### config.mk
export PLATFORM = sky130hd
export DESIGN_NAME = dbg_monitor
export DESIGN_NICKNAME = d
export VERILOG_FILES = /design/src/rtl/dbg_monitor.sv
export SDC_FILE = /design/constraint.sdc
export NUM_CORES = 1
export LEC_CHECK = 0
export CORE_ASPECT_RATIO = 1.4
export CORE_UTILIZATION = 35
export DETAILED_ROUTE_END_ITERATION = 10
export GPL_TIMING_DRIVEN = 1
export MAX_ROUTING_LAYER = met4
export PLACE_DENSITY = 0.68
export SYNTH_ARGS = -nofsm -noshare
export SYNTH_HDL_FRONTEND = slang
export SYNTH_SLANG_ARGS = --single-unit
export TNS_END_PERCENT = 100
### constraint.sdc
create_clock -name clk -period 3 [get_ports clk]
set_input_delay 0.75 -clock clk [delete_from_list [all_inputs] [get_ports clk]]
set_output_delay 0.75 -clock clk [all_outputs]
set_load 0.01 [all_outputs]
### src/rtl/dbg_monitor.sv
// rtl/dbg_monitor.sv - CPU clock-enable generator, run/step/halt FSM and debug snapshot (option: DBG_AUTOSCAN_EN)
module dbg_monitor #(
    parameter int DIV_W  = 24,
    parameter int NCH    = 6,
    parameter int W      = 16,
    parameter int SCAN_W = 4
) (
    input  logic                       clk,
    input  logic                       rst_n,
    input  logic [$clog2(DIV_W+1)-1:0] div_shift,
    input  logic                       run,
    input  logic                       step,
    input  logic                       cpu_retired,
    input  logic                       cpu_halted,
    input  logic [$clog2(NCH)-1:0]     ch_sel,
    input  logic [NCH*W-1:0]           dbg_bus,
    output logic                       cpu_ce,
    output logic [W-1:0]               disp_word,
    output logic [$clog2(NCH)-1:0]     disp_ch,
    output logic [1:0]                 state_o
);

    localparam int SW = $clog2(DIV_W+1);
    localparam int CW = $clog2(NCH);
    localparam logic [CW-1:0] NCH_M1 = CW'(NCH-1);

    typedef enum logic [1:0] {
        ST_STOP = 2'd0,
        ST_RUN  = 2'd1,
        ST_STEP = 2'd2,
        ST_HALT = 2'd3
    } state_t;

    state_t           state;
    state_t           next_state;
    logic [DIV_W-1:0] div_cnt;
    logic [DIV_W-1:0] tick_mask;
    logic [SW-1:0]    shift_c;
    logic             tick;
    logic [CW-1:0]    idx;
    logic [W-1:0]     sel_word;
    logic             ce_d;
    logic             load;

    always_ff @(posedge clk or negedge rst_n) begin
        if (!rst_n) begin
            div_cnt <= '0;
        end else begin
            div_cnt <= div_cnt + 1'b1;
        end
    end

    // Low div_shift bits of the counter all ones marks the end of a period.
    always_comb begin
        shift_c   = (div_shift > SW'(DIV_W)) ? SW'(DIV_W) : div_shift;
        tick_mask = '0;
        for (int i = 0; i < DIV_W; i++) begin
            tick_mask[i] = (SW'(i) < shift_c);
        end
        tick = &(div_cnt | ~tick_mask);
    end

`ifdef DBG_AUTOSCAN_EN
    logic [SCAN_W-1:0] scan_cnt;
    logic [CW-1:0]     scan_idx;
    logic              unused_ch_sel;

    assign unused_ch_sel = ^ch_sel;

    always_ff @(posedge clk or negedge rst_n) begin
        if (!rst_n) begin
            scan_cnt <= '0;
            scan_idx <= '0;
        end else if (tick && (&div_cnt)) begin
            scan_cnt <= scan_cnt + 1'b1;
            if (&scan_cnt) begin
                scan_idx <= (scan_idx == NCH_M1) ? '0 : scan_idx + 1'b1;
            end
        end
    end

    assign idx = scan_idx;
`else
    assign idx = (ch_sel > NCH_M1) ? '0 : ch_sel;
`endif

    always_comb begin
        sel_word = '0;
        for (int k = 0; k < NCH; k++) begin
            if (idx == CW'(k)) begin
                sel_word = dbg_bus[k*W +: W];
            end
        end
    end

    always_ff @(posedge clk or negedge rst_n) begin
        if (!rst_n) begin
            state <= ST_STOP;
        end else begin
            state <= next_state;
        end
    end

    always_comb begin
        next_state = state;
        case (state)
            ST_STOP: begin
                if (run)       next_state = ST_RUN;
                else if (step) next_state = ST_STEP;
            end
            ST_RUN: begin
                if (cpu_halted) next_state = ST_HALT;
                else if (!run)  next_state = ST_STOP;
            end
            ST_STEP: begin
                if (cpu_halted)       next_state = ST_HALT;
                else if (cpu_retired) next_state = ST_STOP;
            end
            ST_HALT: begin
                if (!cpu_halted) next_state = ST_STOP;
            end
            default: next_state = ST_STOP;
        endcase
    end

    // A retire or halt seen this cycle suppresses the next pulse so the retiring pulse is the last.
    always_comb begin
        ce_d = 1'b0;
        load = 1'b0;
        case (state)
            ST_RUN:  ce_d = tick && !cpu_halted;
            ST_STEP: ce_d = tick && !cpu_halted && !cpu_retired;
            default: ce_d = 1'b0;
        endcase
        load = cpu_retired || (idx != disp_ch) ||
               ((next_state != state) && ((next_state == ST_STOP) || (next_state == ST_HALT)));
    end

    always_ff @(posedge clk or negedge rst_n) begin
        if (!rst_n) begin
            cpu_ce    <= 1'b0;
            disp_word <= '0;
            disp_ch   <= '0;
        end else begin
            cpu_ce <= ce_d;
            if (load) begin
                disp_word <= sel_word;
                disp_ch   <= idx;
            end
        end
    end

    assign state_o = state;

endmodule
=== After elaboration in Yosys (flattened, before gate mapping) ===
Index checks and enable logic that the tools add are counted.

* Bits in registers: 46
* Output and inout bits: 22
* Word-level logic and storage cells: 74

* $add $sub $neg: 1
* $lt $le $gt $ge: 26
* Eq/ne operators: 11
* Mux-type cells: 17
* Bitwise logic cells: 2
* Reductions and logical operators: 12

{| class="wikitable"
|+ Operators with widths
! kind !! count
|-
| $mux W16 || 6
|-
| $lt A4 B5 Y1 const A || 8
|-
| $lt A5 B5 Y1 const A || 8
|-
| $add A24 B1 Y24 const B || 1
|-
| $not A24 Y24 || 1
|-
| $or A24 B24 Y24 || 1
|-
| $reduce_and A24 Y1 || 1
|-
| $lt A3 B5 Y1 const A || 4
|-
| $mux W2 || 7
|-
| $lt A1 B5 Y1 const A || 2
|-
| $lt A2 B5 Y1 const A || 2
|-
| $pmux W2 S4 || 1
|-
| $eq A2 B2 Y1 const B || 3
|-
| $eq A3 B2 Y1 const B || 2
|-
| $eq A3 B3 Y1 const B || 2
|-
| $gt A5 B5 Y1 const B || 1
|-
| $mux W5 || 1
|-
| $logic_not A2 Y1 || 2
|-
| $eq A3 B1 Y1 const B || 1
|-
| $gt A3 B3 Y1 const B || 1
|-
| $logic_and A1 B1 Y1 || 3
|-
| $logic_not A3 Y1 || 1
|-
| $logic_or A1 B1 Y1 || 3
|-
| $mux W3 || 1
|-
| 5 further kinds || 6
|}

=== Depth between registers and ports, before layout ===
Gate-level depths: netlist of the first run.

* Depth after elaboration: 9
* Mapped depth: 10

=== Worst setup path before layout of the first run ===
No wires, ideal clock.

* Path type: register -> register
* From: reg state[0] (netlist: state_o[0])
* To: reg disp_word[11]
* Setup time: 125 ps
* Arrival: 2429 ps
* Setup slack: 446 ps
* Stages on the path, launching flop included: 11
* Buffers on the path: 2
* Cells stage by stage: dfrtp_1 inv_1 ha_1 a21oi_2 a32oi_1 a221oi_2 o2111ai_4 and3_1 buf_6 buf_8 mux2_4

* Word-level cells in the longest chain between the ends: 7
* Elaborated cells on any way between the ends: 18
* Those cells by class: eq/ne: 5; mux: 8; reduce/logical: 5

{| class="wikitable"
|+ Ends and longest elaborated chain
! item !! RTL line !! RTL
|-
| from (decl) || 34 || <nowiki>state_t state;</nowiki>
|-
| from (signal assigned) || 100 || <nowiki>state <= next_state;</nowiki>
|-
| $mux W2 (on tied branches) || 117, 109, 113 ||
|-
| $mux W2 (on tied branches) || 116, 108, 112 ||
|-
| $pmux W2 S4 || 106 || <nowiki>case (state)</nowiki>
|-
| $eq A2 B2 Y1 / $logic_not A2 Y1 (equally long branches) || 136 || <nowiki>((next_state != state) && ((next_state == ST_STOP) || (next_state == ST_HALT)));</nowiki>
|-
| $logic_or A1 B1 Y1 || 136 ||
|-
| $logic_and A1 B1 Y1 * || 136 ||
|-
| $logic_or A1 B1 Y1 * || 135 || <nowiki>load = cpu_retired || (idx != disp_ch) ||</nowiki>
|-
| to (signal assigned) || 147 || <nowiki>disp_word <= sel_word;</nowiki>
|-
| to (decl) || 18 || <nowiki>output logic [W-1:0] disp_word,</nowiki>
|}

Mark *: on every way between the ends. The rest lies on a longest branch, timed or not.
A chain may end at the register's enable or synchronous reset.

=== Worst setup path in the final report of the first run ===
* From: in cpu_retired
* To: reg disp_word[4]

* Word-level cells in the longest chain between the ends: 7
* Elaborated cells on any way between the ends: 10
* Those cells by class: eq/ne: 2; mux: 3; reduce/logical: 5

{| class="wikitable"
|+ Ends and longest elaborated chain
! item !! RTL line !! RTL
|-
| from (decl) || 13 || <nowiki>input logic cpu_retired,</nowiki>
|-
| $mux W2 || 117 || <nowiki>else if (cpu_retired) next_state = ST_STOP;</nowiki>
|-
| $mux W2 || 116 || <nowiki>if (cpu_halted) next_state = ST_HALT;</nowiki>
|-
| $pmux W2 S4 || 106 ||
|-
| $eq A2 B2 Y1 / $logic_not A2 Y1 (equally long branches) || 136 ||
|-
| $logic_or A1 B1 Y1 || 136 ||
|-
| $logic_and A1 B1 Y1 || 136 ||
|-
| $logic_or A1 B1 Y1 * || 135 ||
|}

Marks and branches as above.

==> results of run 1 <==
==> power by group through the flow <==
stage          Sequential (mW)  Clock (mW)  Combinational, mW
2_1_floorplan            0.765           0              0.359
3_3_place_gp             0.752           0              0.746
3_5_place_dp             0.752           0              0.764
4_1_cts                  0.742       0.566              0.769
5_1_grt                  0.749       0.590              0.840
6_report                 0.740       0.549              0.769
==> cells by family after synthesis <==
logic type	share of synthesized area
compound gates	0.165
xor+xnor	0.0659
fa+ha+maj	0.0196
buf+inv	0.0436
flops	0.361
mux	0.194
simple gates	0.151
==> layout by cell type, fill, tap and decap left out, types with 10 or more instances in the layout <==
| cell type | Yosys | layout |
|---|---|---|
| nand2_1 | 43 | 43 |
| dfrtp_1 | 46 | 46 |
| xnor2_1 | 15 | 15 |
| buf_4 | 1 | 13 |
| mux2i_1 | 16 | 16 |
| mux2_2 | 22 | 22 |
| nor2_1 | 10 | 10 |
| nand3_1 | 11 | 11 |
| o21ai_0 | 46 | 46 |
| clkdlybuf4s50_1 | 0 | 129 |
==> how the worst min path moves through the flow <==
stage	start	to	slack, ns
after global routing	rst_n	div_cnt[18]	0.42
final	rst_n	div_cnt[18]	0.38
after CTS	rst_n	div_cnt[18]	0.39
after global placement	div_cnt[10]	div_cnt[10]	0.45
after detailed placement	div_cnt[10]	div_cnt[10]	0.46
after floorplan	div_cnt[10]	div_cnt[10]	0.43
==> flip-flops by register name, indices dropped and copies added, names as in the netlist <==
signal / count
disp_word: 16
state_o: 2
disp_ch: 3
cpu_ce: 1
div_cnt: 24
==> per-stage QoR <==
step           total power, mW   util  std cells  area, um2
5_1_grt                   2.18  0.547        573       4760
2_1_floorplan             1.12      -        335       3190
3_3_place_gp              1.50  0.530        565       4610
6_report                  2.06  0.547        573       4760
3_5_place_dp              1.52  0.530        565       4610
4_1_cts                   2.08  0.547        573       4760
==> metal layers <==
metal  vias to the layer above  part of all wire  wire length, um
li1                       1483                 -                -
met1                      1383              0.39             3660
met2                       120              0.47             4370
met3                        16              0.12             1080
met4                         0             0.020              187
met5                         -                 0                0
==> area by class of cell <==
| type | instances | area [um2] |
|---|---|---|
| inverter | 9 | 33.8 |
| tap | 105 | 131 |
| clock inverter | 1 | 5.00 |
| multi-input combinational | 261 | 1900 |
| timing repair buffer | 144 | 1400 |
| clock buffer | 7 | 143 |
| fill | 804 | 3950 |
| sequential | 46 | 1150 |
==> flow_summary.ini, run 1 <==
[power_and_ir_drop]
swShare = 0.300
p_int_mw = 1.44
p_comb_frac = 0.374
pwr-share-seq = 0.359
vdd_drop_max_v = 0.000228
p_clk_frac = 0.267
switchingPower_uw = 618
power_leakage_nw = 1.99
power.density_mw_per_mm2 = 432

[logic_synthesis]
ys_ff_latch = 46
syn_inst = 335
synth_commonest_cells = dfrtp_1, o21ai_0, nand2_1
ys_warn_count = 0
yosys.area.top_type = dfrtp_1
syn_area_per_cell_um2 = 9.52
synthArstFlopShare = 1.00
synth_seq_area_share = 0.361
synth_ff_type = dfrtp_1
synth_top_area_frac = 0.361
syn_area_mm2 = 0.00319
synthTopCellsByArea = dfrtp_1, mux2_2, o21ai_0
synth_edf_count = 0
synth_cell_types = 47
syn_nets = 450

[setup_path]
path_cells = clkdlybuf4s50_1 -> nand2b_1 -> a32oi_1 -> a221oi_2 -> a211o_1 -> and3_2 -> mux2_2
cp_num_cells = 7
worstPathMaxFanout = 9
r2r_start = state_o[1]
end_kind = flop
critPathBufInv = 1
r2r_cells = 8
arrival_ns = 2.88
worstPathRequired_ns = 3.17
cpLargestDelayFamily = compound AO/OA/AOI/OAI gates
path_class = primary input to flop
crit_path_start_kind = primary input
startpoint = cpu_retired
reg2reg_slack_ns = 0.30
worst_path_max_delay_cell = clkdlybuf4s50_1
cp_slowest_stage_delay_ns = 0.51
cp-endpoint = disp_word[4]
r2r-end = disp_word[4]

[grt]
grt_max_degree = 41
gr-max-usage-layer = met2
grt_antenna_before_repair = 0
grt_overflow = 0
use_met2 = 0.331
grt_pass1_wl_mm = 14.1
use_met1 = 0.227
grt_pass1_vias = 2935
grt_use_total = 0.198
grt_use_met3 = 0.0532

[timing]
slew_headroom = 0.715
setup_slack_ns = 0.289
setup_tns_ns = 0
fin_skew_ns = 0.00368
min_period_ns = 2.71
finalHoldViolations = 0
worst_pin_slew_ns = 0.427
period_share = 0.904
slew_violations = 0
hold_slack_ns = 0.379
setup_viol = 0
rsz0062_at_grt = false
maxClockFrequency_ghz = 0.369

[clocking]
cts.sinks = 46
cts_buffers = 5
htreeDepth = 2
post_cts_buffers = 0
cts_tree = yes
clockBufferDepth = 2
hold_buffers = 0
clock_latency_ns = 0.28
root_buffer = clkbuf_16
cts_resized = 0
clkTransAtPathRegs_ns = 0.06

[floorplan]
die_y_um = 115
die_area_mm2 = 0.00950
ios = 132
core_area_mm2 = 0.00871
rows = 40
initial_core_util = 0.366
dieWidth_um = 82.7

[layout]
layout-drive-gt1-share = 0.128
syn_to_final_growth_pct = 49.4
antenna_cells = 0
nets = 582

[detailed_routing]
drt-initial-drc-count = 104
routed_via_density = 5.24
wl_per_cell_um = 16.2
drtAntennaViolNets = 0
drc = 0
vias = 3002
drt_wl_total_mm = 9.29
drt_pre_antenna_iters = 4

[min_path]
hold_path_class = primary input to asynchronous set/reset pin

[place]
pre_cts_ws_ns = -0.0953
io_buffers = 131
gp_congestion = 0.933
dp_hpwl_mm = 7.29

[flow_run]
cap_violations = 0

[run_status]
status = completed
Note: power is estimated with default switching activity, not from simulation.
==> inputs of run 2 (changes only) <==
CORE_ASPECT_RATIO = 1.2   (was 1.4)
SETUP_SLACK_MARGIN = 0.02   (was default)
==> flow_summary.ini, run 2 (synthesis gave the netlist of run 1 again) <==
[grt]
grt_overflow = 0
use_met2 = 0.329
grt_use_total = 0.200
use_met1 = 0.239
gr-max-usage-layer = met2
grt_use_met3 = 0.0536
grt_antenna_before_repair = 0
grt_max_degree = 47
grt_pass1_vias = 2947
grt_pass1_wl_mm = 14.4

[layout]
largest_register_ffs = 24
final_area_mm2 = 0.00475
top_register = div_cnt
reg.largest.list = div_cnt x24, disp_word x16, disp_ch x3
final_common_cell = clkdlybuf4s50_1
mostFrequentLayoutCells = clkdlybuf4s50_1, o21ai_0, dfrtp_1
layout-drive-gt1-share = 0.132
fin_cells = 587
nets = 584
syn_to_final_growth_pct = 49.1
fin_util = 0.546
antenna_cells = 0

[floorplan]
initial_core_util = 0.366
die_area_mm2 = 0.00950
rows = 37
ios = 132
die_y_um = 107
core_area_mm2 = 0.00870
dieWidth_um = 89.1

[place]
pre_cts_ws_ns = -0.126
dp_cells = 579
io_buffers = 131
gp_congestion = 0.899
dp_hpwl_mm = 7.39
dpl-instance-area_mm2 = 0.00464

[setup_path]
critPathBufInv = 1
cp_num_cells = 8
cp_slowest_stage_delay_ns = 0.53
cpLargestDelayFamily = compound AO/OA/AOI/OAI gates
r2r-end = disp_word[1]
path_class = flop to flop
arrival_ns = 2.82
worst_path_max_delay_cell = dfrtp_1
path_cells = inv_1 -> ha_1 -> a21oi_2 -> a32oi_1 -> a221oi_2 -> a211o_1 -> and3_2 -> mux2_2
r2r_start = state_o[0]
worstPathMaxFanout = 16
crit_path_start_kind = flop
r2r_cells = 8
end_kind = flop
worstPathRequired_ns = 3.19
reg2reg_slack_ns = 0.37

[detailed_routing]
drt_pre_antenna_iters = 4
drt_wl_total_mm = 9.33
drt-initial-drc-count = 176
drtAntennaViolNets = 0
routed_via_density = 5.24
wl_per_cell_um = 15.9
drc = 0
vias = 3075

[timing]
fin_skew_ns = 0.00762
worst_pin_slew_ns = 0.998
rsz0062_at_grt = false
min_period_ns = 2.63
slew_headroom = 0.335
maxClockFrequency_ghz = 0.381
slew_violations = 0
hold_slack_ns = 0.473
setup_viol = 0
finalHoldViolations = 0
period_share = 0.875
setup_tns_ns = 0
setup_slack_ns = 0.374

[clocking]
root_buffer = clkbuf_8
cts.sinks = 46
cts_buffers = 5
post_cts_buffers = 0
cts_resized = 0
htreeDepth = 2
clkTransAtPathRegs_ns = 0.09
clock_latency_ns = 0.30
clockBufferDepth = 2
hold_buffers = 0
cts_tree = yes

[min_path]
holdCritStartpoint = div_cnt[23]
hold_depth = 1
hold_path_class = flop to flop
hold_path_end = div_cnt[23]

[power_and_ir_drop]
power_leakage_nw = 1.97
vdd_drop_max_v = 0.000205
power.total_mw = 1.96
power.density_mw_per_mm2 = 412

[flow_run]
cap_violations = 0

[run_status]
status = completed
[run 2: changes by cell type in the layout (fill, tap and decap cells not counted)]
cell,previous run,this run
clkbuf_16,5,0
clkbuf_8,1,5
buf_4,13,15
bufinv_16,0,1
clkinv_2,1,0
clkinvlp_4,0,1
[run 2: metal layers]
metal / part of all wire / vias up
li1: - / 1481
met1: 0.40 / 1460
met2: 0.46 / 122
met3: 0.12 / 12
met4: 0.017 / 0
met5: 0 / -
[run 2: how the worst max path moves through the flow]
stage	startpoint	slack [ns]	endpoint
2_1_floorplan	state_o[0]	0.45	disp_word[11]
3_5_place_dp	cpu_retired	-0.13	disp_word[1]
6_report	state_o[0]	0.37	disp_word[1]
5_1_grt	state_o[0]	0.19	disp_word[1]
4_1_cts	state_o[0]	0.17	disp_word[1]
3_3_place_gp	cpu_retired	-0.06	disp_word[1]
[run 2: where the power goes]
group / switching, mW / internal, mW
registers: 0.0486 / 0.676
clock network: 0.209 / 0.249
logic: 0.337 / 0.440
[run 2: layout make-up]
class / instances / area [um2]
clock inverter: 2 / 37.5
multi-input combinational: 261 / 1900
fill: 831 / 3950
timing repair buffer: 146 / 1410
tap: 117 / 146
clock buffer: 6 / 72.6
sequential: 46 / 1150
inverter: 9 / 33.8
==> inputs of run 3 (changes only) <==
DONT_BUFFER_PORTS = 1   (was default)
PLACE_DENSITY = default   (was 0.68)
==> flow_summary.ini, run 3 (synthesis gave the netlist of run 1 again) <==
[run_status]
status = completed

[layout]
syn_to_final_growth_pct = 5.14
mostFrequentLayoutCells = o21ai_0, dfrtp_1, nand2_1
layout-drive-gt1-share = 0.149
nets = 442
reg.largest.list = div_cnt x24, disp_word x16, disp_ch x3
largest_register_ffs = 24
final_area_mm2 = 0.00335
fin_cells = 445
num-fill-cells = 900
antenna_cells = 0
top_register = div_cnt
fin_util = 0.385

[clocking]
cts_resized = 0
clkTransAtPathRegs_ns = 0.08
cts_buffers = 5
clock_latency_ns = 0.29
hold_buffers = 0
htreeDepth = 2
clockBufferDepth = 2
post_cts_buffers = 0
cts.sinks = 46
cts_tree = yes
root_buffer = clkbuf_8

[power_and_ir_drop]
power.density_mw_per_mm2 = 470
power.total_mw = 1.58
vdd_drop_max_v = 0.000197
power_leakage_nw = 1.41

[setup_path]
arrival_ns = 2.88
path_cells = inv_1 -> ha_1 -> a21oi_2 -> a32oi_1 -> a221oi_2 -> o2111ai_4 -> and3_2 -> mux2_4
end_kind = flop
cp_slowest_stage_delay_ns = 0.49
path_class = flop to flop
worstPathRequired_ns = 3.18
worstPathMaxFanout = 16
crit_path_start_kind = flop
critPathBufInv = 1
worst_path_max_delay_cell = dfrtp_1
cpLargestDelayFamily = compound AO/OA/AOI/OAI gates

[detailed_routing]
drtAntennaViolNets = 0
drt_wl_total_mm = 8.00
drt_pre_antenna_iters = 4
drc = 0
drt-initial-drc-count = 88
vias = 2507
wl_per_cell_um = 18.0
routed_via_density = 5.63

[floorplan]
rows = 37
core_area_mm2 = 0.00870
initial_core_util = 0.366
ios = 132
die_y_um = 107
die_area_mm2 = 0.00950
dieWidth_um = 89.1

[grt]
grt_pass1_vias = 2456
grt_use_total = 0.168
grt_antenna_before_repair = 0
grt_max_degree = 47
grt_pass1_wl_mm = 12.0
grt_overflow = 0

[place]
dp_cells = 437
gp_congestion = 0.906
dp_hpwl_mm = 6.07
pre_cts_ws_ns = 0.125
dpl-instance-area_mm2 = 0.00326
io_buffers = 0

[timing]
slew_violations = 0
setup_tns_ns = 0
finalHoldViolations = 0
setup_slack_ns = 0.303
slew_headroom = 0.590
period_share = 0.899
fin_skew_ns = 0.00607
min_period_ns = 2.70
worst_pin_slew_ns = 0.610
rsz0062_at_grt = false
hold_slack_ns = 0.142
maxClockFrequency_ghz = 0.371
setup_viol = 0

[min_path]
hold_path_class = primary input to asynchronous set/reset pin

[flow_run]
cap_violations = 0
[run 3: cell type report]
| class | instances | area (um2) | area share |
|---|---|---|---|
| clock inverter | 1 | 5.00 | 0.00149 |
| sequential | 46 | 1150 | 0.343 |
| inverter | 9 | 33.8 | 0.0101 |
| multi-input combinational | 261 | 1900 | 0.567 |
| clock buffer | 7 | 86.3 | 0.0258 |
| tap | 117 | 146 | 0.0437 |
| timing repair buffer | 4 | 30.0 | 0.00896 |
[run 3: final timing paths]
kind,startpoint,cells past startpoint,slack [ns],end
worst max-delay path,state_o[1],8,0.30,disp_word[11]
worst min-delay path,rst_n,0,0.14,div_cnt[13]
worst max register to register,state_o[1],8,0.30,disp_word[11]
worst min register to register,div_cnt[23],1,0.47,div_cnt[23]
max in group asynchronous,rst_n,0,2.75,div_cnt[2]
min in group clk,div_cnt[23],1,0.47,div_cnt[23]
[run 3: layer usage]
layer / up-vias / wire, um / GRT usage
li1: 1199 / - / -
met4: 0 / 95 / 0.0385
met3: 10 / 646 / 0.0373
met5: - / 0 / -
met2: 111 / 4060 / 0.305
met1: 1187 / 3200 / 0.184
[run 3: where the power goes]
part	internal, mW	switching, mW	total (mW)	leakage, nW
Combinational	0.208	0.218	0.427	0.773
Clock	0.186	0.202	0.388	0.0482
Sequential	0.676	0.0851	0.761	0.588
